==> config.mk <==
export PLATFORM = sky130hd
export DESIGN_NAME = simd_job_ctrl
export DESIGN_NICKNAME = d
export VERILOG_FILES = /design/src/rtl/simd_job_ctrl.sv
export SDC_FILE = /design/constraint.sdc
export NUM_CORES = 1
export LEC_CHECK = 0
export ABC_CLOCK_PERIOD_IN_PS = 2100
export BUFFER_PORTS_ARGS = -buffer_cell sky130_fd_sc_hd__buf_2
export CAP_MARGIN = 20
export CORE_MARGIN = 2
export CORE_UTILIZATION = 52
export DETAILED_ROUTE_END_ITERATION = 10
export PLACE_DENSITY = 0.8
export RECOVER_POWER = 100
export SLEW_MARGIN = 20
export SYNTH_ARGS = -nofsm -noshare
export SYNTH_HDL_FRONTEND = slang
export SYNTH_SLANG_ARGS = --single-unit
==> constraint.sdc <==
create_clock -name clk -period 2.1 [get_ports clk]
set_input_delay 0.21 -clock clk [delete_from_list [all_inputs] [get_ports clk]]
set_output_delay 0.21 -clock clk [all_outputs]
set_load 0.05 [all_outputs]
==> src/rtl/simd_job_ctrl.sv <==
// SIMD job controller: polls a BRAM mailbox for a new doorbell sequence,
// launches the SIMD core with the posted configuration, times the run and
// writes busy / done status words back to the mailbox.
module simd_job_ctrl #(
  parameter int unsigned TIMEOUT = 1024
) (
  input  logic        clk,
  input  logic        rstn,
  output logic [1:0]  bram_addr,
  input  logic [63:0] bram_dout,
  output logic [63:0] bram_din,
  output logic        bram_wen,
  output logic [31:0] core_cfg,
  output logic        core_start,
  input  logic        core_done
);

  typedef enum logic [2:0] {
    StPoll,
    StRdwait,
    StCheck,
    StWrbusy,
    StStart,
    StRun,
    StWrdone
  } state_e;

  // Last RUN count value before the job is declared timed out.
  localparam logic [15:0] CntLast = 16'(TIMEOUT - 1);

  state_e      state_q, state_d;
  logic [31:0] last_seq_q, last_seq_d;
  logic [31:0] seq_q, seq_d;
  logic [31:0] cfg_q, cfg_d;
  logic [15:0] cycle_cnt_q, cycle_cnt_d;
  logic        err_q, err_d;
  logic [31:0] core_cfg_q, core_cfg_d;

  logic [31:0] dbell_seq;
  assign dbell_seq = bram_dout[63:32];

  // State and job registers, synchronous active-low reset.
  always_ff @(posedge clk) begin
    if (!rstn) begin
      state_q     <= StPoll;
      last_seq_q  <= '0;
      seq_q       <= '0;
      cfg_q       <= '0;
      cycle_cnt_q <= '0;
      err_q       <= 1'b0;
      core_cfg_q  <= '0;
    end else begin
      state_q     <= state_d;
      last_seq_q  <= last_seq_d;
      seq_q       <= seq_d;
      cfg_q       <= cfg_d;
      cycle_cnt_q <= cycle_cnt_d;
      err_q       <= err_d;
      core_cfg_q  <= core_cfg_d;
    end
  end

  // Next-state logic and job bookkeeping.
  always_comb begin
    state_d     = state_q;
    last_seq_d  = last_seq_q;
    seq_d       = seq_q;
    cfg_d       = cfg_q;
    cycle_cnt_d = cycle_cnt_q;
    err_d       = err_q;
    core_cfg_d  = core_cfg_q;
    unique case (state_q)
      StPoll:   state_d = StRdwait;
      StRdwait: state_d = StCheck;
      StCheck: begin
        // Sequence 0 means "no job"; an unchanged sequence was already served.
        if (dbell_seq != last_seq_q && dbell_seq != 32'h0) begin
          seq_d      = dbell_seq;
          cfg_d      = bram_dout[31:0];
          last_seq_d = dbell_seq;
          state_d    = StWrbusy;
        end else begin
          state_d = StPoll;
        end
      end
      StWrbusy: begin
        // Load core_cfg now so it is already valid during the start pulse.
        core_cfg_d = cfg_q;
        state_d    = StStart;
      end
      StStart: begin
        cycle_cnt_d = '0;
        state_d     = StRun;
      end
      StRun: begin
        if (cycle_cnt_q != 16'hFFFF) cycle_cnt_d = cycle_cnt_q + 16'd1;
        // Done takes priority over a simultaneous timeout.
        if (core_done) begin
          err_d   = 1'b0;
          state_d = StWrdone;
        end else if (cycle_cnt_q == CntLast) begin
          err_d   = 1'b1;
          state_d = StWrdone;
        end
      end
      StWrdone: state_d = StPoll;
      default:  state_d = StPoll;
    endcase
  end

  // Mailbox and core outputs decoded from the current state.
  always_comb begin
    bram_addr  = 2'd0;
    bram_wen   = 1'b0;
    bram_din   = '0;
    core_start = 1'b0;
    core_cfg   = core_cfg_q;
    if (state_q == StWrbusy) begin
      bram_addr = 2'd1;
      bram_wen  = 1'b1;
      bram_din  = {seq_q, 16'h0, 13'h0, 3'b001};
    end else if (state_q == StWrdone) begin
      bram_addr = 2'd1;
      bram_wen  = 1'b1;
      bram_din  = {seq_q, cycle_cnt_q, 13'h0, err_q, 1'b1, 1'b0};
    end else if (state_q == StStart) begin
      core_start = 1'b1;
    end
  end

endmodule

==> results of run 1 <==
cell usage after synthesis, drive strengths merged:
library cell / instances
a31o: 1
a2111oi: 2
a21oi: 8
o31ai: 2
nor2b: 1
nand4: 12
nor2: 14
or4: 3
o21ai: 6
inv: 3
and3b: 3
nor3b: 2
o21a: 2
conb: 1
or3: 3
or3b: 1
nand2b: 1
dfxtp: 116
nand4bb: 1
a41o: 1
a31oi: 1
ha: 1
a21boi: 33
a211oi: 5
clkbuf: 30
nand3: 8
xnor2: 41
or2: 3
and2: 49
and4: 3
buf: 27
nand2: 202
nor3: 1
mux2i: 65
a311oi: 1
nor4: 11
cell families after synthesis:
logic type,share of synthesized area
buf+inv,0.05466
flops,0.4141
compound gates,0.08322
simple gates,0.2651
other cells,0.0006687
fa+ha+maj,0.002231
xor+xnor,0.06403
mux,0.1160
final cells by class:
class	count	area, sq um	share of cell area
multi-input combinational	506	3119	0.3933
sequential	116	2328	0.2936
timing repair buffer	230	1774	0.2237
clock buffer	17	414.1	0.05222
tap	136	170.2	0.02145
clock inverter	14	106.4	0.01341
inverter	3	16.27	0.002051
antenna	1	2.502	0.0003155
where the power goes:
group	total, mW	internal [mW]	switching (mW)
sequential	2.42	2.33	0.0969
clock	2.52	1.45	1.07
combinational	0.950	0.409	0.542
total	5.89	4.19	1.71
per-stage QoR:
stage | instances | util | total power [mW]
after detailed placement | 921 | 0.6183 | 3.249
after CTS | 1021 | 0.7482 | 5.882
after global placement | 921 | 0.6183 | 3.223
final | 1023 | 0.7614 | 5.894
after global routing | 1022 | 0.7612 | 6.120
after floorplan | 677 | - | 3.045
worst max-delay path, cell delays in order, from the launching register on:
cell     delay [ns]
dfxtp_4        0.36
and3b_2        0.29
or2_4          0.34
and2_2         0.22
buf_6          0.15
cells in the final DEF (no fill, tap or decap), drive strengths merged, types with 7 or more instances in the layout:
| cell type | n |
|---|---|
| mux2i | 65 |
| conb | 14 |
| a21oi | 8 |
| nor2 | 14 |
| buf | 144 |
| a21boi | 33 |
| and2 | 49 |
| xnor2 | 41 |
| nand4 | 12 |
| nor4 | 11 |
| clkbuf | 38 |
| or2 | 8 |
| dfxtp | 116 |
| nand2 | 202 |
| nand3 | 8 |
| clkinv | 7 |
| dlygate4sd3 | 65 |
metal layers:
layer | global-route usage | up-vias
met5 | 0 | -
met4 | 0.1300 | 0
met3 | 0.07748 | 53
met2 | 0.5022 | 234
met1 | 0.3076 | 2560
li1 | - | 2603
state kept, by name (all words and copies together), names as in the netlist:
signal / count
state_q: 3
err_q: 1
seq_q: 32
cycle_cnt_q: 16
cfg_q: 32
core_cfg: 32
timing repair:
item,CTS,global route
pin swaps,3,3
hold buffers,65,0
buffers inserted,0,0
setup endpoints to repair,35,52
cloned,4,1
gates resized for setup,57,48
hold endpoints to repair,65,0
worst paths after layout:
| path | from | cells after the start | to |
|---|---|---|---|
| worst max-delay path | state_q[1]$_SDFFE_PN0P_ | 4 | bram_din[58] |
| worst min-delay path | rstn | 2 | core_cfg[21]$_SDFFE_PN0P_ |
| worst max register to register | cycle_cnt_q[0]$_SDFFE_PN0P_ | 6 | cycle_cnt_q[12]$_SDFFE_PN0P_ |
| worst min register to register | cfg_q[28]$_SDFFE_PN0P_ | 2 | cfg_q[28]$_SDFFE_PN0P_ |
==> results by group, run 1 <==
Run status
  – Outcome: finished, final reports clean

Synthesis
  – Synthesized instance count: between 600 and 700
  – Yosys top cell area share: 0.4141
  – Yosys warning count: 0
  – Cell variety after synth: between 40 and 50
  – FF+latch count, synth: ~120
  – Synthesized cell area: roughly 0.0056 sq mm
  – Post-synthesis sequential area ratio: 0.4141
  – Largest area contributor in the netlist: dfxtp_1
  – Syn Area/Cell: roughly 8.4 sq um
  – Synth area leaders: dfxtp_1 (41%), nand2_1 (14%), mux2i_1 (12%), xnor2_1 (6.4%), and2_1 (5.5%)

STA
  – Final setup vio count: 0
  – Setup Skew: about 0.013 ns
  – Worst Max-Slew Pin Slew: approximately 0.69 ns
  – Slew Limit Fails: 0
  – Final min period: between 2 and 2.5 ns
  – Setup total negative slack: 0 ns
  – Relative slew margins: 0.5422
  – Hold Worst Slack: 0.1255 ns
  – Final hold violations: 0
  – RSZ-0062 raised after global routing: yes
  – Crit share post-route: 0.9841
  – Final Worst Setup Slack: 0.03341 ns
  – Max Fclk: just under 500 MHz

Die
  – Core area: approximately 0.010 sq mm
  – Die Span X: roughly 110 microns
  – IO Pins: roughly 170
  – Die H: about 110 microns
  – DIE AREA: between 0.01 and 0.015 sq mm
  – Initial Util: 0.5384
  – Rows: 37

CTS
  – Htree depth: 4
  – Num CTS Buffers: 17
  – Clk buf depth: 2
  – Reg clk slew, reported paths: approximately 0.06 ns
  – CTS tree: yes
  – CTS sink count: 116
  – Worst skew pair latency: around 0.5 ns
  – CTS root buf: clkbuf_8

Global route
  – Gr ovfl total: 0
  – Largest net degree at the start of global routing: 108
  – Vias in the first global route: roughly 5400
  – Total track usage: 0.2813
  – Global-route wire length before repair: approximately 26000 microns
  – Initial antenna violation count: 0

Drt
  – Drt pass-1 iters: 5
  – Met2 WL: 8689 microns
  – WL met3: around 1000 microns
  – Initial drt markers: roughly 330
  – Met1 wire length: 6403 microns
  – WL/cell: roughly 16 microns
  – Antenna viol nets, final: 0
  – Final WL: around 17000 microns
  – DRC: 0
  – Total number of vias: between 5000 and 6000
  – Max Used Layer: met4
  – Vias per inst: ~5.3

Layout
  – Final net count: ~940
  – Layout cells sized above 1: 0.2596
  – Area Growth Syn to Fin: 41.43%
  – Final non-filler cell area: 0.007931 sq mm
  – FILL cells: about 690

Place
  – DP HPWL: about 9400 microns
  – Area of placed instances: between 0.006 and 0.007 sq mm
  – Gpl congestion: ~0.85
  – Setup WS pre-CTS: ~0.16 ns
  – Port bufs: 152

Worst setup path
  – CP Data Required Time: around 1.9 ns
  – Worst R2R Setup Slack: approximately 0.14 ns
  – Setup CP Type: reg -> out
  – Worst-path maximum fanout: 8
  – Crit end category: output port
  – CP startpoint kind: flop
  – CP arrival: approximately 1.9 ns

Hold path
  – Hold Crit Class: in -> reg

Power
  – Peak VDD IR: between 0.5 and 0.6 mV
  – Leakage: 3.170 nW
  – Pwr Density: approximately 740 mW/mm^2

Job
  – Number of max-cap violations: 0
(Power assumes the default switching activity.)
==> run 2, diff against run 1 <==
--- a/config.mk
+++ b/config.mk
@@ -8,9 +8,9 @@
 export ABC_CLOCK_PERIOD_IN_PS = 2100
 export BUFFER_PORTS_ARGS = -buffer_cell sky130_fd_sc_hd__buf_2
 export CAP_MARGIN = 20
-export CORE_MARGIN = 2
 export CORE_UTILIZATION = 52
 export DETAILED_ROUTE_END_ITERATION = 10
+export GPL_ROUTABILITY_DRIVEN = 0
 export PLACE_DENSITY = 0.8
 export RECOVER_POWER = 100
 export SLEW_MARGIN = 20
==> constraint.sdc (replaced) <==
create_clock -name clk -period 2.1 [get_ports clk]
set_input_delay 0 -clock clk [delete_from_list [all_inputs] [get_ports clk]]
set_output_delay 0 -clock clk [all_outputs]
set_load 0.05 [all_outputs]
==> results by group, run 2 (synthesized netlist as in run 1, its figures left out) <==
Power
  – Leakage: 3.067 nW (was 3.170 nW)
  – Comb pwr share: 0.146 (was 0.161)
  – Clock power frac: 0.480 (was 0.428)
  – Sw frac: 0.2606 (was 0.2898)
  – P_sw: 1.689 mW (was 1.708 mW)
  – Pwr Density: 826.6 mW/mm^2 (was 743.1 mW/mm^2)
  – Sequential share of power: 0.374 (was 0.411)
  – Peak VDD IR: 0.5514 mV (was 0.5327 mV)
  – Power Internal: 4.792 mW (was 4.186 mW)

Worst setup path
  – Worst-path maximum fanout: 17 (was 8)
  – Setup CP Type: reg -> out (unchanged)
  – Slowest-stage cell, CP: dfxtp_2 (was dfxtp_4)
  – Critical Path Source: state_q[1]$_SDFFE_PN0P_ (unchanged)
  – CP arrival: 2.02 ns (was 1.86 ns)
  – Crit Reg-Reg Startpoint: seq_q[30]$_SDFFE_PN0P_ (was cycle_cnt_q[0]$_SDFFE_PN0P_)
  – Crit end category: output port (unchanged)
  – Top delay family on crit path: simple AND/OR/NAND/NOR gates (unchanged)
  – CP peak stage delay: 0.38 ns (was 0.36 ns)
  – Worst Path Buf+Inv: 2 (was 1)
  – CP Data Required Time: 2.10 ns (was 1.89 ns)
  – Worst path cell trace: nand2_1, or2_2, inv_2, or2_4, and2_1, buf_2 (was and3b_2, or2_4, and2_2, buf_6)
  – CP startpoint kind: flop (unchanged)

Global route
  – Vias in the first global route: 5375 (was 5374)
  – Largest net degree at the start of global routing: 142 (was 108)
  – Gr ovfl total: 0 (unchanged)
  – Total track usage: 0.2824 (was 0.2813)
  – Global-route wire length before repair: 25030 microns (was 25560 microns)
  – Initial antenna violation count: 0 (unchanged)

STA
  – Worst Max-Slew Pin Slew: 0.7249 ns (was 0.6867 ns)
  – Final Worst Setup Slack: 0.07702 ns (was 0.03341 ns)
  – Crit share post-route: 0.9633 (was 0.9841)
  – Slew Limit Fails: 0 (unchanged)
  – Setup Skew: 0.01076 ns (was 0.01320 ns)
  – Final hold violations: 0 (unchanged)
  – Final min period: 2.023 ns (was 2.067 ns)
  – Relative slew margins: 0.5167 (was 0.5422)
  – Final setup vio count: 0 (unchanged)
  – Max Fclk: 494.3 MHz (was 483.9 MHz)

Die
  – Core area: 0.01037 sq mm (was 0.01042 sq mm)
  – Initial Util: 0.5408 (was 0.5384)
  – DIE AREA: 0.01120 sq mm (was 0.01163 sq mm)
  – Die H: 105.8 microns (was 107.8 microns)
  – Die Span X: 105.8 microns (was 107.8 microns)
  – Rows: 37 (unchanged)
  – IO Pins: 167 (unchanged)

CTS
  – CTS tree: yes (unchanged)
  – Htree depth: 4 (unchanged)
  – Reg clk slew, reported paths: 0.06 ns (about the same)
  – CTS sink count: 116 (unchanged)
  – CTS root buf: clkbuf_8 (unchanged)
  – Worst skew pair latency: 0.51 ns (was 0.50 ns)
  – Num CTS Buffers: 17 (unchanged)
  – Clk buf depth: 2 (unchanged)

Layout
  – Final non-filler cell area: 0.007841 sq mm (was 0.007931 sq mm)
  – Final net count: 951 (was 942)
  – Area Growth Syn to Fin: 39.83% (was 41.43%)
  – # diodes: 0 (was 1)
  – Most frequent cells in the layout: nand2_1 (202), dfxtp_1 (113), buf_2 (81), dlygate4sd3_1 (74), mux2i_1 (65) (was nand2_1 (202), dfxtp_1 (113), buf_2 (97), mux2i_1 (65), dlygate4sd3_1 (65))
  – Most common cell after layout, fill and taps aside: nand2_1 (unchanged)
  – Layout cells sized above 1: 0.2042 (was 0.2596)
  – FILL cells: 710 (was 686)

Place
  – Port bufs: 152 (unchanged)
  – DP HPWL: 9228 microns (was 9414 microns)
  – Setup WS pre-CTS: 0.06288 ns (was 0.1602 ns)
  – Area of placed instances: 0.006436 sq mm (was 0.006440 sq mm)

Drt
  – Final WL: 15660 microns (was 16690 microns)
  – Antenna viol nets, final: 0 (unchanged)
  – WL/cell: 15.17 microns (was 16.32 microns)
  – Total number of vias: 5419 (was 5450)
  – DRC: 0 (unchanged)
  – Initial drt markers: 254 (was 333)
  – Vias per inst: 5.251 (was 5.327)
  – Drt pass-1 iters: 5 (unchanged)

Hold path
  – Hold Startpoint: bram_dout[21] (was rstn)
  – Hold Crit Class: in -> reg (unchanged)

Run status
  – Outcome: finished, final reports clean (unchanged)

Job
  – Number of max-cap violations: 0 (unchanged)
==> run 2: cell types whose count changed in the layout (fill, tap and decap cells not counted), sizes merged <==
| cell | before | now |
|---|---|---|
| clkinv | 7 | 5 |
| bufinv | 0 | 5 |
| buf | 144 | 93 |
| diode | 1 | 0 |
| dlygate4sd3 | 65 | 74 |
| clkbuf | 38 | 93 |
| clkinvlp | 4 | 2 |
| or2 | 8 | 4 |
==> run 2: metrics by stage <==
stage,std cells,power (mW),setup TNS (ns),utilization,hold WS (ns)
2_1_floorplan,677,3.045,0,-,0.1421
3_3_place_gp,922,3.227,0,0.6207,0.2496
3_5_place_dp,922,3.259,0,0.6207,0.2547
4_1_cts,1029,6.469,0,0.7551,0.2751
5_1_grt,1032,6.680,-0.02723,0.7562,0.2959
6_report,1032,6.482,0,0.7562,0.3025
==> run 2: final cells by class <==
cell class	instances	area, sq um	area share
Inverter	3	11.26	0.001436
Tap cell	136	170.2	0.02170
Clock buffer	17	414.1	0.05282
Sequential cell	116	2326	0.2966
Multi-Input combinational cell	502	3038	0.3874
Clock inverter	15	227.7	0.02904
Timing Repair Buffer	243	1654	0.2109
==> run 2: what timing repair did <==
action,CTS,global route
pin swaps,1,1
hold buffers,74,0
gates cloned,1,0
setup buffers,0,3
endpoints found under the setup margin,34,91
hold endpoints to repair,72,0
gates resized for setup,2,21
==> run 2: path summary, 6_finish.rpt <==
path	to	slack, ns	cells past startpoint
worst max-delay path	bram_din[56]	0.08	6
worst min-delay path	cfg_q[21]$_SDFFE_PN0P_	0.30	4
worst max register to register	cfg_q[7]$_SDFFE_PN0P_	0.13	6
worst min register to register	cfg_q[29]$_SDFFE_PN0P_	0.46	2
==> run 2: power groups by stage <==
stage	combinational [mW]	sequential [mW]	clock (mW)
after floorplan	0.592	2.45	0
after global placement	0.776	2.45	0
after detailed placement	0.800	2.46	0
after CTS	0.919	2.41	3.14
after global routing	1.01	2.44	3.24
final	0.947	2.42	3.11
==> run 2: routing by layer <==
metal  GRT usage  routed length (microns)  vias up
met5           0                        0        -
met3     0.05690                      967       34
met4      0.1181                      357        0
met1      0.3275                     6481     2553
li1            -                        -     2605
met2      0.5033                     7850      227
==> run 2: tightest hold or removal path, stage by stage <==
cell,delay [ns]
dlygate4sd3_1,0.53
buf_2,0.13
nand2_1,0.05
mux2i_1,0.06
